File: config.mk
export PLATFORM = sky130hd
export DESIGN_NAME = ext_mem_loader
export DESIGN_NICKNAME = d
export VERILOG_FILES = /design/src/rtl/ext_loader_pkg.sv /design/src/rtl/ext_mem_loader_strobe_timer.sv /design/src/rtl/ext_mem_loader.sv
export SDC_FILE = /design/constraint.sdc
export NUM_CORES = 1
export LEC_CHECK = 0
export BUFFER_PORTS_ARGS = -buffer_cell sky130_fd_sc_hd__buf_4
export CAP_MARGIN = 20
export CORE_ASPECT_RATIO = 0.5
export CORE_UTILIZATION = 38
export DETAILED_ROUTE_END_ITERATION = 8
export HOLD_SLACK_MARGIN = 0.03
export SETUP_SLACK_MARGIN = 0.1
export SYNTH_ARGS = -nofsm -noshare
export SYNTH_HDL_FRONTEND = slang
export SYNTH_SLANG_ARGS = --single-unit
File: constraint.sdc
create_clock -name clock -period 4.2 [get_ports clock]
set_input_delay 0.84 -clock clock [delete_from_list [all_inputs] [get_ports clock]]
set_output_delay 0.84 -clock clock [all_outputs]
set_load 0.05 [all_outputs]
File: src/rtl/ext_loader_pkg.sv
// Shared opcodes, command-word field positions and FSM encoding for ext_mem_loader.
package ext_loader_pkg;

    localparam logic [2:0] OP_NOP       = 3'b000;
    localparam logic [2:0] OP_LOAD_IRAM = 3'b001;
    localparam logic [2:0] OP_LOAD_DRAM = 3'b010;
    localparam logic [2:0] OP_SET_START = 3'b011;
    localparam logic [2:0] OP_SET_END   = 3'b100;
    localparam logic [2:0] OP_SET_RUN   = 3'b101;
    localparam logic [2:0] OP_RUN       = 3'b110;
    localparam logic [2:0] OP_READBACK  = 3'b111;

    localparam int OP_MSB   = 15;
    localparam int OP_LSB   = 13;
    localparam int CORE_MSB = 10;
    localparam int CORE_LSB = 9;
    localparam int ARG_MSB  = 8;
    localparam int ARG_LSB  = 0;
    localparam int ARG_W    = ARG_MSB - ARG_LSB + 1;

    typedef enum logic [3:0] {
        IDLE,
        LD_WAIT,
        LD_SETUP,
        LD_PULSE,
        LD_HOLD,
        RUN,
        RB_SETUP,
        RB_WAIT,
        RB_OUT
    } state_t;

endpackage

File: src/rtl/ext_mem_loader_strobe_timer.sv
// Loadable down-counter; done is high whenever the count has reached zero.
module strobe_timer #(
    parameter int W = 24
) (
    input  logic         clock,
    input  logic         reset,
    input  logic         load,
    input  logic [W-1:0] load_val,
    output logic         done
);

    logic [W-1:0] count;

    // Reload on request, otherwise count down and park at zero.
    always_ff @(posedge clock or posedge reset) begin
        if (reset)
            count <= '0;
        else if (load)
            count <= load_val;
        else if (count != '0)
            count <= count - W'(1);
    end

    assign done = (count == '0);

endmodule

File: src/rtl/ext_mem_loader.sv
// Command-driven initiator for the load/run/readback port of top_control_4.
//
// state    | meaning
// ---------+-----------------------------------------------------------
// IDLE     | accepting command words
// LD_WAIT  | load mode active, waiting for the next payload word
// LD_SETUP | data/address stable before the write strobe
// LD_PULSE | selected write strobe high
// LD_HOLD  | strobe low again, address advances at the end
// RUN      | processor start held for run_len cycles
// RB_SETUP | readback address settles before read enable
// RB_WAIT  | read enable high, waiting out the DRAM read latency
// RB_OUT   | readback word presented until the consumer takes it
module ext_mem_loader
    import ext_loader_pkg::*;
#(
    parameter int ADDR_W    = 9,
    parameter int DATA_W    = 16,
    parameter int SETUP_CYC = 2,
    parameter int PULSE_CYC = 4,
    parameter int HOLD_CYC  = 4,
    parameter int READ_LAT  = 5,
    parameter int RUN_CYC_W = 24
) (
    input  logic              clock,
    input  logic              reset,
    input  logic [DATA_W-1:0] in_data,
    input  logic              in_valid,
    output logic              in_ready,
    output logic [DATA_W-1:0] out_data,
    output logic              out_valid,
    input  logic              out_ready,
    output logic [ADDR_W-1:0] addr_ext,
    output logic [DATA_W-1:0] Data_in_ins,
    output logic [DATA_W-1:0] Data_in_dram,
    output logic              iram_write_ext_1,
    output logic              iram_write_ext_2,
    output logic              iram_write_ext_3,
    output logic              iram_write_ext_4,
    output logic              dram_write_ext,
    output logic              read_en_ext,
    input  logic [DATA_W-1:0] dram_in_1,
    output logic              start,
    output logic              start_2,
    output logic              start_3,
    output logic              start_4,
    output logic              busy,
    output logic              cmd_err
);

    state_t state, next_state;

    logic [2:0]           cmd_op;
    logic [1:0]           cmd_core;
    logic [ARG_W-1:0]     cmd_arg;
    logic                 accept;

    logic [ARG_W-1:0]     remaining;
    logic                 is_dram;
    logic [1:0]           core_sel;
    logic [ADDR_W-1:0]    fin_start;
    logic [ADDR_W-1:0]    fin_end;
    logic [RUN_CYC_W-1:0] run_len;
    logic [ADDR_W:0]      addr_next;

    logic                 timer_load;
    logic [RUN_CYC_W-1:0] timer_val;
    logic                 timer_done;

    assign cmd_op    = in_data[OP_MSB:OP_LSB];
    assign cmd_core  = in_data[CORE_MSB:CORE_LSB];
    assign cmd_arg   = in_data[ARG_MSB:ARG_LSB];
    assign accept    = in_valid & in_ready;
    assign addr_next = {1'b0, addr_ext} + (ADDR_W+1)'(1);

    strobe_timer #(.W(RUN_CYC_W)) u_timer (
        .clock    (clock),
        .reset    (reset),
        .load     (timer_load),
        .load_val (timer_val),
        .done     (timer_done)
    );

    // State register.
    always_ff @(posedge clock or posedge reset) begin
        if (reset)
            state <= IDLE;
        else
            state <= next_state;
    end

    // Next-state logic, handshake ready and timer reloads.
    always_comb begin
        next_state = state;
        in_ready   = 1'b0;
        timer_load = 1'b0;
        timer_val  = '0;
        case (state)
            IDLE: begin
                in_ready = 1'b1;
                if (accept) begin
                    case (cmd_op)
                        OP_LOAD_IRAM, OP_LOAD_DRAM:
                            if (cmd_arg != '0) next_state = LD_WAIT;
                        OP_RUN: begin
                            next_state = RUN;
                            timer_load = 1'b1;
                            timer_val  = (run_len == '0) ? '0 : run_len - RUN_CYC_W'(1);
                        end
                        OP_READBACK:
                            if (fin_end > fin_start) next_state = RB_SETUP;
                        default: ;
                    endcase
                end
            end
            LD_WAIT: begin
                in_ready = 1'b1;
                if (in_valid) begin
                    next_state = LD_SETUP;
                    timer_load = 1'b1;
                    timer_val  = RUN_CYC_W'(SETUP_CYC - 1);
                end
            end
            LD_SETUP: if (timer_done) begin
                next_state = LD_PULSE;
                timer_load = 1'b1;
                timer_val  = RUN_CYC_W'(PULSE_CYC - 1);
            end
            LD_PULSE: if (timer_done) begin
                next_state = LD_HOLD;
                timer_load = 1'b1;
                timer_val  = RUN_CYC_W'(HOLD_CYC - 1);
            end
            LD_HOLD: if (timer_done)
                next_state = (remaining == ARG_W'(1)) ? IDLE : LD_WAIT;
            RUN: if (timer_done)
                next_state = IDLE;
            RB_SETUP: begin
                next_state = RB_WAIT;
                timer_load = 1'b1;
                timer_val  = RUN_CYC_W'(READ_LAT - 1);
            end
            RB_WAIT: if (timer_done)
                next_state = RB_OUT;
            RB_OUT: if (out_ready)
                next_state = (addr_next < {1'b0, fin_end}) ? RB_SETUP : IDLE;
            default: next_state = IDLE;
        endcase
    end

    // Address, payload, configuration and readback registers.
    always_ff @(posedge clock or posedge reset) begin
        if (reset) begin
            addr_ext     <= '0;
            Data_in_ins  <= '0;
            Data_in_dram <= '0;
            out_data     <= '0;
            remaining    <= '0;
            is_dram      <= 1'b0;
            core_sel     <= 2'd0;
            fin_start    <= '0;
            fin_end      <= '0;
            run_len      <= '0;
        end else begin
            case (state)
                IDLE: if (accept) begin
                    case (cmd_op)
                        OP_NOP: ;
                        OP_LOAD_IRAM: if (cmd_arg != '0) begin
                            addr_ext  <= ADDR_W'(1);
                            remaining <= cmd_arg;
                            is_dram   <= 1'b0;
                            core_sel  <= cmd_core;
                        end
                        OP_LOAD_DRAM: if (cmd_arg != '0) begin
                            addr_ext  <= ADDR_W'(1);
                            remaining <= cmd_arg;
                            is_dram   <= 1'b1;
                        end
                        OP_SET_START: fin_start <= ADDR_W'(cmd_arg);
                        OP_SET_END:   fin_end   <= ADDR_W'(cmd_arg);
                        OP_SET_RUN:   run_len   <= RUN_CYC_W'({cmd_arg, 15'b0});
                        OP_READBACK:  if (fin_end > fin_start) addr_ext <= fin_start;
                        default: ;
                    endcase
                end
                LD_WAIT: if (accept) begin
                    if (is_dram)
                        Data_in_dram <= in_data;
                    else
                        Data_in_ins  <= in_data;
                end
                LD_HOLD: if (timer_done) begin
                    addr_ext  <= addr_ext + ADDR_W'(1);
                    remaining <= remaining - ARG_W'(1);
                end
                RB_WAIT: if (timer_done) out_data <= dram_in_1;
                RB_OUT:  if (out_ready)  addr_ext <= addr_ext + ADDR_W'(1);
                default: ;
            endcase
        end
    end

    assign iram_write_ext_1 = (state == LD_PULSE) && !is_dram && (core_sel == 2'd0);
    assign iram_write_ext_2 = (state == LD_PULSE) && !is_dram && (core_sel == 2'd1);
    assign iram_write_ext_3 = (state == LD_PULSE) && !is_dram && (core_sel == 2'd2);
    assign iram_write_ext_4 = (state == LD_PULSE) && !is_dram && (core_sel == 2'd3);
    assign dram_write_ext   = (state == LD_PULSE) &&  is_dram;

    assign start       = (state == RUN);
    assign start_2     = (state inside {LD_WAIT, LD_SETUP, LD_PULSE, LD_HOLD}) && !is_dram;
    assign start_3     = (state inside {LD_WAIT, LD_SETUP, LD_PULSE, LD_HOLD}) &&  is_dram;
    assign start_4     = (state inside {RB_SETUP, RB_WAIT, RB_OUT});
    assign read_en_ext = (state == RB_WAIT);
    assign out_valid   = (state == RB_OUT);
    assign busy        = (state != IDLE);
    // Every opcode is defined, so there is nothing to flag.
    assign cmd_err     = 1'b0;

endmodule

* After elaboration in Yosys (flattened, before gate mapping)
Cells that the tools add are included.
** Cells by class
- $add $sub $neg :: 5
- Order comparisons :: 2
- Eq/ne operators :: 35
- Multiplexer cells :: 43
- Bitwise operators :: 2
- Reduce and logical (&&, ||, !) cells :: 36
** Operators with widths (number)
- $mux 24 :: 5
- $pmux 24 s4 :: 1
- $mux 9 :: 9
- $logic_not 24->1 :: 2
- $sub 24x1->24 const B :: 2
- $mux 4 :: 10
- $pmux 4 s9 :: 1
- $pmux 9 s2 :: 2
- $pmux 9 s3 :: 1
- $reduce_bool 24->1 :: 1
- $ne 2x2->1 const B :: 9
- $eq 4x3->1 const B :: 4
- $reduce_and 3->1 :: 5
- $eq 3x3->1 const B :: 4
- $pmux 4 s3 :: 1
- $reduce_and 11->1 :: 1
- $add 9x1->10 const B :: 1
- $lt 10x9->1 :: 1
- $reduce_and 5->1 :: 2
- $add 9x1->9 const B :: 1
- $eq 9x1->1 const B :: 1
- $gt 9x9->1 :: 1
- $mux 1 :: 9
- $reduce_bool 9->1 :: 1
- 29 further kinds :: 48
** Word-level totals
- Register bits after elaboration :: 124
- Input port bits :: 36
- Output and inout port bits :: 71
- Logic and storage cells :: 135

* Depth between registers and ports, before layout
- Depth in word-level cells :: 7
- Mapped depth :: 11
- Mapped depth without buffers :: 11

* Hierarchy
A second synthesis with hierarchy kept.
** Unflattened totals
- Cell total of the unflattened synthesis :: 697
- Area, all modules :: 6966.7 um^2
** By module, submodules not included
- ext_mem_loader :: instances 1, cells an instance 521, area an instance 5381.4 um^2, seq. area each 2502.4 um^2
- strobe_timer :: instances 1, cells an instance 176, area an instance 1585.3 um^2, seq. area each 600.6 um^2

* Worst setup path after synthesis
No wires, ideal clock.
- Path kind :: reg2out
- Start :: register state[2]
- End :: output port iram_write_ext_2
- Arrival :: 2.920 ns
- Data required time :: 3.360 ns
- Slack :: 0.440 ns
- Stages on the path, launching flop included :: 6
- Buffers on the path :: 2
- Cell sequence :: dfrtp_1 buf_1 clkbuf_1 nor2_1 nand2_1 nor4b_1
** Between the ends
- Longest elaborated chain between the ends :: 3
** Ends and longest elaborated chain
- start, declared :: line ext_mem_loader.sv:51 : state_t state, next_state;
- start signal, assigned :: line ext_mem_loader.sv:89 : state <= next_state;
- $eq 4x2->1 :: line ext_mem_loader.sv:205 : assign iram_write_ext_2 = (state == LD_PULSE) && !is_dram && (core_sel == 2'd1);
- $logic_and 1x1->1 (2 in series) :: line ext_mem_loader.sv:205
- end, declared :: line ext_mem_loader.sv:37 : output logic iram_write_ext_2,
No other way between the ends.

* Worst setup path in the final report
- Start :: register state[3]
- End :: output port iram_write_ext_2
The elaborated chain is that of the path after synthesis.

==> qor.yml <==
status:
  status: "completed"
logic_synthesis:
  synthesis.area_um2: 6640
  ys.warnings.count: 0
  syn-mean-instance-area_um2: 10.4
  synth_area_leaders: "dfrtp_1 (47%), mux2_2 (11%), ha_1 (4.3%)"
  synthArstFlopShare_pct: 100
  synth_area_leader_cell: "dfrtp_1"
  ys_seq_elements: 124
  synthDistinctLibCells: 67
  synthFlopType: "dfrtp_1"
  seq_area_frac_synth_pct: 46.8
  synth_nets: 696
  syn_inst: 637
  netlist.area_leader.share_pct: 46.8
  synth_edf_count: 0
global_routing:
  grt_antenna_before_repair: 0
  grt_first_pass_wirelength_um: 26500
  grt_max_degree: 79
  grt-ovfl-total: 0
  grt_use_total_pct: 19.0
  grt_pass1_vias: 5065
floorplan:
  initial_core_util_pct: 39.7
  die-width_um: 189
  rows: 33
  dieArea_um2: 18000
  design.portCount: 107
  die_h_um: 95.4
  core-area_um2: 16700
worst_setup_path:
  path_max_fanout: 19
  critPathLaunchType: "flip-flop"
  cp.arrival_ns: 2.48
  path_class: "flip-flop to primary output"
  worstSetupEndpointType: "primary output"
  crit_required_ns: 3.36
timing:
  hold_viol_final: 0
  maxSlewHeadroom_pct: 47.4
  finalSetupTns_ns: 0
  setup_violations: 0
  period_minus_slack_ns: 3.32
  finClkSkew_ns: 0.0112
  rsz0062_at_grt: "false"
  drv_slew: 0
  holdWs_ns: 0.481
  fmax_mhz: 301
  worst_pin_slew_ns: 0.782
  fin_crit_sh_pct: 79.2
power:
  internal_power_mw: 3.85
  pwr-share-clk_pct: 22.4
  ir_drop_mv: 0.420
  p_seq_share_pct: 31.3
  powerDensity_nw_per_um2: 826
  p_sw_mw: 3.04
  power.total_mw: 6.89
  power.leakage_nw: 3.88
  sw_frac_of_total_pct: 44.1
  p_comb_share_pct: 46.3
route:
  drc: 0
  routedWlPerCell_um: 16.7
  drtAntennaViolNets: 0
  first_pass_iters: 6
  drtIter0Drc: 286
  via_per_inst: 5.29
  vias: 5228
  wl_um: 16500
clock_network:
  clock_sinks: 124
  clkSlewWorstSetupHoldPaths_ns: 0.06
  clk_latency_ns: 0.42
  root_buffer: "clkbuf_16"
  cts_resized: 0
  postCtsHoldBufs: 0
  clk_path_buf_depth: 2
  cts_buffers: 17
  htreeDepth: 4
  cts_tree: "done"
  cts_setup_buffers: 0
placement:
  gp_congestion: 0.789
  portBuffers: 105
  dp_hpwl_um: 11700
cells_and_area:
  final_common_cell: "dfrtp_1"
  fillers: 1527
  diodes: 0
  drive_gt1_share_pct: 30.1
  layout_common_cells: "dfrtp_1 (124), buf_4 (116), mux2_2 (64), nor2_1 (53), nand2_1 (46)"
  syn_to_final_growth_pct: 25.7
  nets: 808
job:
  cap_violations: 0
hold_path:
  hp-class: "input pin to async pin"
power groups by stage:
| stage | Clock (mW) | Combinational, mW | Sequential (mW) |
|---|---|---|---|
| 2_1_floorplan | 0 | 1.71 | 2.72 |
| 3_3_place_gp | 0 | 3.13 | 2.15 |
| 3_5_place_dp | 0 | 3.19 | 2.16 |
| 4_1_cts | 1.57 | 3.21 | 2.15 |
| 5_1_grt | 1.63 | 3.47 | 2.23 |
| 6_report | 1.54 | 3.19 | 2.16 |
registers in the layout, indices dropped and copies added, names as in the netlist:
name and cells:
Data_in_dram 16, Data_in_ins 16, addr_ext 9, core_sel 2, fin_end 9, fin_start 9
is_dram 1, out_data 16, remaining 9, run_len 9, state 4, u_timer.count 24
routing by layer:
layer	GRT usage (%)	part of all wire, %	vias up
met3	4.60	3.7	18
met1	25.6	48	2592
met4	5.17	1.0	0
met2	30.8	47	105
li1	-	-	2513
met5	0	0	-
metrics by stage:
step | area [um^2] | worst slack [ns] | std cells | util, %
detailed placement | 7690 | 1.11 | 955 | 46.0
CTS | 8300 | 0.836 | 987 | 49.7
global placement | 7680 | 1.14 | 954 | 45.9
finish | 8340 | 0.875 | 989 | 49.9
floorplan | 6640 | 0.440 | 637 | -
global route | 8340 | 0.660 | 989 | 49.9
worst max-delay path, stage by stage (launching register included):
cell and delay (ns):
dfrtp_1 0.59, nand2b_1 0.27, nor2_1 0.37, nand2_1 0.19
nor4b_1 0.37, buf_4 0.26
synthesized netlist by cell type, types with 4 or more instances:
master,count
mux2_2,64
or3_1,4
dfrtp_1,124
a21oi_1,32
nand4_1,6
a22oi_1,4
o21a_1,5
mux2_1,10
o21ai_1,5
nor2_1,53
and3_1,4
nand2_1,46
nor3b_1,4
nand2b_1,8
ha_1,23
a22o_1,5
o22ai_1,5
a31oi_1,4
inv_1,29
nor4_1,13
o21ai_0,23
nand3_1,31
xnor2_1,14
nand3b_1,4
xor2_1,22
nor3_1,17
clkbuf_1,19
cells by family after synthesis:
kind of cell,synth area share (%)
compound gates,10.8
xor+xnor,4.75
fa+ha+maj,4.34
buf+inv,3.34
flops,46.8
mux,13.0
other cells,0.0565
simple gates,17.0
cell type report:
type	count	area, um^2	area share [%]
Multi-Input combinational cell	458	3310	39.7
Sequential cell	124	3100	37.2
Timing Repair Buffer	119	915	11.0
Clock buffer	20	457	5.47
Tap cell	227	284	3.40
Clock inverter	12	160	1.92
Inverter	29	113	1.35
path summary, 6_finish.rpt:
path	from	to	slack [ns]	depth (start not counted)
setup reg to reg	u_timer.count[8]	out_data[13]	1.10	5
max in group asynchronous	reset	u_timer.count[2]	3.13	4
min in group clock	out_data[13]	out_data[13]	0.49	1
hold reg to reg	out_data[13]	out_data[13]	0.49	1
hold / removal	reset	Data_in_dram[7]	0.48	3
setup / recovery	state[3]	iram_write_ext_2	0.88	5
No activity file was read; power rests on OpenSTA's default activity.
